<file path="config.mk">
export PLATFORM = sky130hd
export DESIGN_NAME = mem_stream_reader
export DESIGN_NICKNAME = d
export VERILOG_FILES = /design/src/rtl/mem_stream_pkg.sv /design/src/rtl/byte_fifo.sv /design/src/rtl/mem_stream_reader.sv
export SDC_FILE = /design/constraint.sdc
export NUM_CORES = 1
export LEC_CHECK = 0
export CAP_MARGIN = 15
export CORE_ASPECT_RATIO = 1.75
export CORE_MARGIN = 3
export CORE_UTILIZATION = 50
export CTS_CLUSTER_SIZE = 30
export DETAILED_ROUTE_END_ITERATION = 6
export GPL_TIMING_DRIVEN = 0
export PLACE_DENSITY = 0.84
export RECOVER_POWER = 100
export SYNTH_ARGS = -nofsm -noshare
export SYNTH_HDL_FRONTEND = slang
export SYNTH_SLANG_ARGS = --single-unit
</file>
<file path="constraint.sdc">
create_clock -name clock -period 5.5 [get_ports clock]
set_input_delay 1.1 -clock clock [delete_from_list [all_inputs] [get_ports clock]]
set_output_delay 1.1 -clock clock [all_outputs]
set_load 0.01 [all_outputs]
</file>
<file path="src/rtl/mem_stream_pkg.sv">
// Shared definitions for the ROM stream reader: FSM encoding, FIFO sizing and
// the issue-to-capture latency of the synchronous ROM path.
package mem_stream_pkg;
  typedef enum logic [1:0] {ST_IDLE, ST_ISSUE, ST_DRAIN} state_e;

  localparam int FIFO_DEPTH = 4;
  localparam int PIPE_LAT   = 2;
  localparam int CNT_W      = $clog2(FIFO_DEPTH + 1);
endpackage

</file>
<file path="src/rtl/byte_fifo.sv">
// 4-entry synchronous FIFO carrying a data byte plus its last flag.
// Storage is cleared on reset so the head reads zero while empty.
module byte_fifo
  import mem_stream_pkg::*;
#(
  parameter int WIDTH = 9
) (
  input  logic             clock,
  input  logic             reset_n,
  input  logic             push,
  input  logic [WIDTH-1:0] wdata,
  input  logic             pop,
  output logic [WIDTH-1:0] rdata,
  output logic [CNT_W-1:0] count,
  output logic             empty
);
  localparam int PTR_W = $clog2(FIFO_DEPTH);

  logic [FIFO_DEPTH-1:0][WIDTH-1:0] mem;
  logic [PTR_W-1:0]                 wr_ptr, rd_ptr;
  logic                             do_pop;

  assign empty  = (count == '0);
  assign do_pop = pop && !empty;
  assign rdata  = mem[rd_ptr];

  // Upstream credit accounting guarantees push never hits a full FIFO.
  always_ff @(posedge clock or negedge reset_n) begin
    if (!reset_n) begin
      mem    <= '0;
      wr_ptr <= '0;
      rd_ptr <= '0;
      count  <= '0;
    end else begin
      if (push) begin
        mem[wr_ptr] <= wdata;
        wr_ptr      <= wr_ptr + 1'b1;
      end
      if (do_pop) rd_ptr <= rd_ptr + 1'b1;
      count <= count + CNT_W'(push) - CNT_W'(do_pop);
    end
  end
endmodule

</file>
<file path="src/rtl/mem_stream_reader.sv">
// Command-driven read sequencer for a synchronous ROM: issues one address per
// cycle under FIFO credit and streams the returned bytes on valid/ready.
module mem_stream_reader
  import mem_stream_pkg::*;
#(
  parameter int ADDR_WIDTH = 16,
  parameter int DATA_WIDTH = 8,
  parameter int DEPTH      = 16,
  parameter int LEN_WIDTH  = 8
) (
  input  logic                  clock,
  input  logic                  reset_n,
  input  logic                  cmd_valid,
  output logic                  cmd_ready,
  input  logic [ADDR_WIDTH-1:0] cmd_addr,
  input  logic [LEN_WIDTH-1:0]  cmd_len,
  output logic [ADDR_WIDTH-1:0] read_addr,
  input  logic [DATA_WIDTH-1:0] read_data,
  output logic                  out_valid,
  input  logic                  out_ready,
  output logic [DATA_WIDTH-1:0] out_data,
  output logic                  out_last,
  output logic                  busy
);
  localparam int AW = $clog2(DEPTH);

  state_e               state_q, state_d;
  logic [AW-1:0]        addr_q;
  logic [LEN_WIDTH-1:0] rem_q;
  logic [PIPE_LAT:1]    vld_pipe, last_pipe;
  logic                 issue, issue_last, load;
  logic [CNT_W-1:0]     fifo_cnt, inflight;
  logic [CNT_W:0]       occ;
  logic                 credit, fifo_empty, pop;
  logic [DATA_WIDTH:0]  fifo_rdata;
  logic                 unused_addr;

  assign unused_addr = ^cmd_addr[ADDR_WIDTH-1:AW];

  always_comb begin
    inflight = '0;
    for (int i = 1; i <= PIPE_LAT; i++) inflight = inflight + CNT_W'(vld_pipe[i]);
  end

  // A pop in the current cycle does not free credit until the next one.
  assign occ    = {1'b0, fifo_cnt} + {1'b0, inflight};
  assign credit = occ < (CNT_W+1)'(FIFO_DEPTH);
  assign pop    = out_valid && out_ready;

  always_comb begin
    state_d    = state_q;
    issue      = 1'b0;
    issue_last = 1'b0;
    load       = 1'b0;
    case (state_q)
      ST_IDLE: begin
        // The accept cycle also issues the first address, so it shows at T+1.
        if (cmd_valid && cmd_len != '0) begin
          load       = 1'b1;
          issue      = 1'b1;
          issue_last = (cmd_len == LEN_WIDTH'(1));
          state_d    = issue_last ? ST_DRAIN : ST_ISSUE;
        end
      end
      ST_ISSUE: begin
        if (rem_q != '0 && credit) begin
          issue      = 1'b1;
          issue_last = (rem_q == LEN_WIDTH'(1));
          if (issue_last) state_d = ST_DRAIN;
        end
      end
      ST_DRAIN: begin
        if (pop && out_last) state_d = ST_IDLE;
      end
      default: state_d = ST_IDLE;
    endcase
  end

  always_ff @(posedge clock or negedge reset_n) begin
    if (!reset_n) begin
      state_q   <= ST_IDLE;
      addr_q    <= '0;
      rem_q     <= '0;
      vld_pipe  <= '0;
      last_pipe <= '0;
    end else begin
      state_q <= state_d;
      if (load) begin
        addr_q <= cmd_addr[AW-1:0];
        rem_q  <= cmd_len - LEN_WIDTH'(1);
      end else if (issue) begin
        addr_q <= addr_q + 1'b1;
        rem_q  <= rem_q - LEN_WIDTH'(1);
      end
      vld_pipe  <= {vld_pipe[PIPE_LAT-1:1], issue};
      last_pipe <= {last_pipe[PIPE_LAT-1:1], issue_last};
    end
  end

  byte_fifo #(.WIDTH(DATA_WIDTH + 1)) u_fifo (
    .clock   (clock),
    .reset_n (reset_n),
    .push    (vld_pipe[PIPE_LAT]),
    .wdata   ({last_pipe[PIPE_LAT], read_data}),
    .pop     (pop),
    .rdata   (fifo_rdata),
    .count   (fifo_cnt),
    .empty   (fifo_empty)
  );

  assign read_addr = ADDR_WIDTH'(addr_q);
  assign out_valid = !fifo_empty;
  assign out_data  = fifo_rdata[DATA_WIDTH-1:0];
  assign out_last  = fifo_rdata[DATA_WIDTH];
  assign cmd_ready = (state_q == ST_IDLE);
  assign busy      = !cmd_ready;
endmodule

</file>
==> impl_metrics.env <==
export IMPL_h_tree_depth=3
export IMPL_finalPower_w=0.002130
export IMPL_synth_most_common_cell="dfrtp_1"
export IMPL_via_count=2141
export IMPL_first_global_vias=2305
export IMPL_peakVddDrop_mv=0.2288
export IMPL_clkSlewWorstSetupHoldPaths_ns=0.06
export IMPL_max_clock_freq_mhz=273.9
export IMPL_critPathKind="flip-flop to primary output"
export IMPL_rsz0062_at_grt="false"
export IMPL_fin_cells=400
export IMPL_yosysSeqAreaShare_pct=48.57
export IMPL_postCtsHoldBufs=0
export IMPL_fp_row_count=37
export IMPL_skew_ns=0.008929
export IMPL_timing_final_max_slew_violations=64
export IMPL_fin_tns_setup_ns=0
export IMPL_ys_seq_elements=61
export IMPL_viasPerCell=5.353
export IMPL_cp_end_kind="primary output"
export IMPL_postCtsSetupRepairBufs=0
export IMPL_place_congestion=0.8013
export IMPL_avgRoutedWirePerCell_microns=14.86
export IMPL_synth_edf_count=0
export IMPL_yosys_cell_types_count=49
export IMPL_antenna_cells=0
export IMPL_die_height_microns=110.9
export IMPL_clock_latency_ns=0.33
export IMPL_ios=64
export IMPL_synth_area_sq_um=3143
export IMPL_nNetsFinal=367
export IMPL_clkSinkCount=61
export IMPL_area_growth_pct=22.33
export IMPL_maxSlewHeadroom_pct=-8.935
export IMPL_cts_resized_gates=0
export IMPL_leakagePower_nw=1.687
export IMPL_portBuffers=39
export IMPL_drt_total_wl_microns=5942
export IMPL_fin_crit_ns=3.651
export IMPL_syn_avg_cell_area_sq_um=12.33
export IMPL_yosys_warnings=0
export IMPL_violations="capacitance limit, slew limit"
export IMPL_synth_common_cells="dfrtp_1 (61), mux2_2 (23), nand2_1 (15)"
export IMPL_drive_above_1_share_pct=19.88
export IMPL_hold_viol=0
export IMPL_cts_path_max_buffers=2
export IMPL_cp_max_fo=10
export IMPL_worstPathRequired_ns=4.40
export IMPL_placed_cells=384
export IMPL_powerDensity_nw_per_um2=554.1
export IMPL_whs_ns=0.3477
export IMPL_drtAntennaViolNets=0
export IMPL_root_buffer="clkbuf_8"
export IMPL_synth_ff_type="dfrtp_1"
export IMPL_status="complete, but fails checks"
export IMPL_place_ws_ns=2.268
export IMPL_period_share_pct=66.38
export IMPL_cp_start_kind="flip-flop"
export IMPL_antenna_found_initial=0
export IMPL_grt_max_degree=33
export IMPL_fin_ws_ns=1.849
export IMPL_grt_usage_pct=18.17
export IMPL_critPathArrivalTime_ns=2.55
export IMPL_synth_largest_area_cell="dfrtp_1"
export IMPL_die_area_sq_um=7311
export IMPL_drc=0
export IMPL_overflow=0
export IMPL_cts_tree="done"
export IMPL_synthArstFlopShare_pct=100.0
export IMPL_hold_path_class="flip-flop to flip-flop"
export IMPL_tightestPinTransition_ns=1.634
export IMPL_die_x_microns=65.94
export IMPL_start_util_pct=52.63
export IMPL_drv_cap=2
export IMPL_fp_coreArea_sq_um=5972
export IMPL_grt_pass1_wl_microns=10360
export IMPL_numCtsBuffers=9
export IMPL_yosys_top_cells_area="dfrtp_1 (49%), mux2_2 (8.2%), mux4_2 (6.4%)"
export IMPL_synth_top_area_share_pct=48.57
export IMPL_hpwl_microns=4441
export IMPL_syn_inst=255
export IMPL_dr_pass1_iters=6
export IMPL_dr_first_iter_drc_count=84
export IMPL_setup_viol=0
==> metrics by stage <==
stage | area, sq um | utilization (%)
3_5_place_dp | 3687 | 61.74
6_report | 3845 | 64.38
3_3_place_gp | 3672 | 61.49
4_1_cts | 3865 | 64.72
5_1_grt | 3845 | 64.38
2_1_floorplan | 3184 | -
==> sequential cells by signal, indices dropped and copies added, names as in the netlist, 3 cells and up <==
name and flops:
addr_q 4, u_fifo.mem 36, u_fifo.count 3, rem_q 8
==> critical path, cell delays in order, from the launching register on <==
cell and delay, ns:
dfrtp_1 0.37, clkbuf_1 0.64, mux4_2 0.60, dlygate4sd3_1 0.61
==> cell type report <==
type / count / area [sq um]
buffer: 19 / 117.6
tap: 78 / 97.59
clock buffer: 12 / 155.1
sequential: 61 / 1526
clock inverter: 4 / 22.52
timing repair buffer: 40 / 387.9
multi-input combinational: 174 / 1493
inverter: 12 / 45.04
fill: 462 / 2127
==> per-layer routing <==
metal  wire, microns  part of all wire [%]  track usage, %  vias up
met2            3425                    58           33.45       48
met5               0                     0               0        -
met4              98                   1.6           6.106        0
met1            2179                    37           19.69     1063
met3             239                   4.0           4.158       10
li1                -                     -               -     1020
==> layout by cell type (no fill, tap or decap), types with 3 or more instances in the layout <==
| master | netlist | layout |
|---|---|---|
| clkinv_2 | 0 | 3 |
| nand3_1 | 8 | 8 |
| mux2_2 | 23 | 22 |
| xor2_1 | 7 | 7 |
| clkdlybuf4s50_1 | 0 | 20 |
| xnor2_1 | 7 | 7 |
| conb_1 | 1 | 12 |
| ha_1 | 13 | 13 |
| o21ai_0 | 3 | 5 |
| nor3_1 | 3 | 3 |
| buf_4 | 12 | 12 |
| a31oi_1 | 4 | 4 |
| a21oi_1 | 5 | 5 |
| or4_1 | 3 | 3 |
| nor2_1 | 12 | 12 |
| dlygate4sd3_1 | 0 | 18 |
| nand2_1 | 15 | 15 |
| clkbuf_8 | 0 | 11 |
| dfrtp_1 | 61 | 61 |
| nand4_1 | 3 | 3 |
| mux4_2 | 9 | 9 |
| inv_1 | 11 | 11 |
| clkbuf_1 | 3 | 9 |
| mux2_1 | 14 | 15 |
==> worst paths after layout <==
path | startpoint | end | slack (ns) | cells past startpoint
max | u_fifo.rd_ptr[0] | out_data[6] | 1.85 | 3
min | last_pipe[1] | last_pipe[2] | 0.35 | 0
max reg2reg | u_fifo.count[1] | u_fifo.count[2] | 3.27 | 8
min reg2reg | last_pipe[1] | last_pipe[2] | 0.35 | 0
max in group asynchronous | reset_n | u_fifo.mem[16] | 2.13 | 2
min in group asynchronous | reset_n | u_fifo.mem[11] | 1.16 | 1
==> report_power, final <==
group / switching, W / total, W / internal, W
combinational: 0.000453 / 0.000979 / 0.000526
sequential: 0.000133 / 0.000794 / 0.000661
clock: 0.000172 / 0.000358 / 0.000186
total: 0.000758 / 0.00213 / 0.00137
==> cell families after synthesis <==
kind of cell,synth area share (%)
AO/OA/AOI/OAI,6.887
XOR/XNOR,3.901
adder cells (fa/ha/maj),5.812
buffers and inverters,5.255
flip-flops,48.57
multiplexers,20.34
other,0.1193
AND/OR/NAND/NOR,9.116
Power figures use the tool's default switching activity.
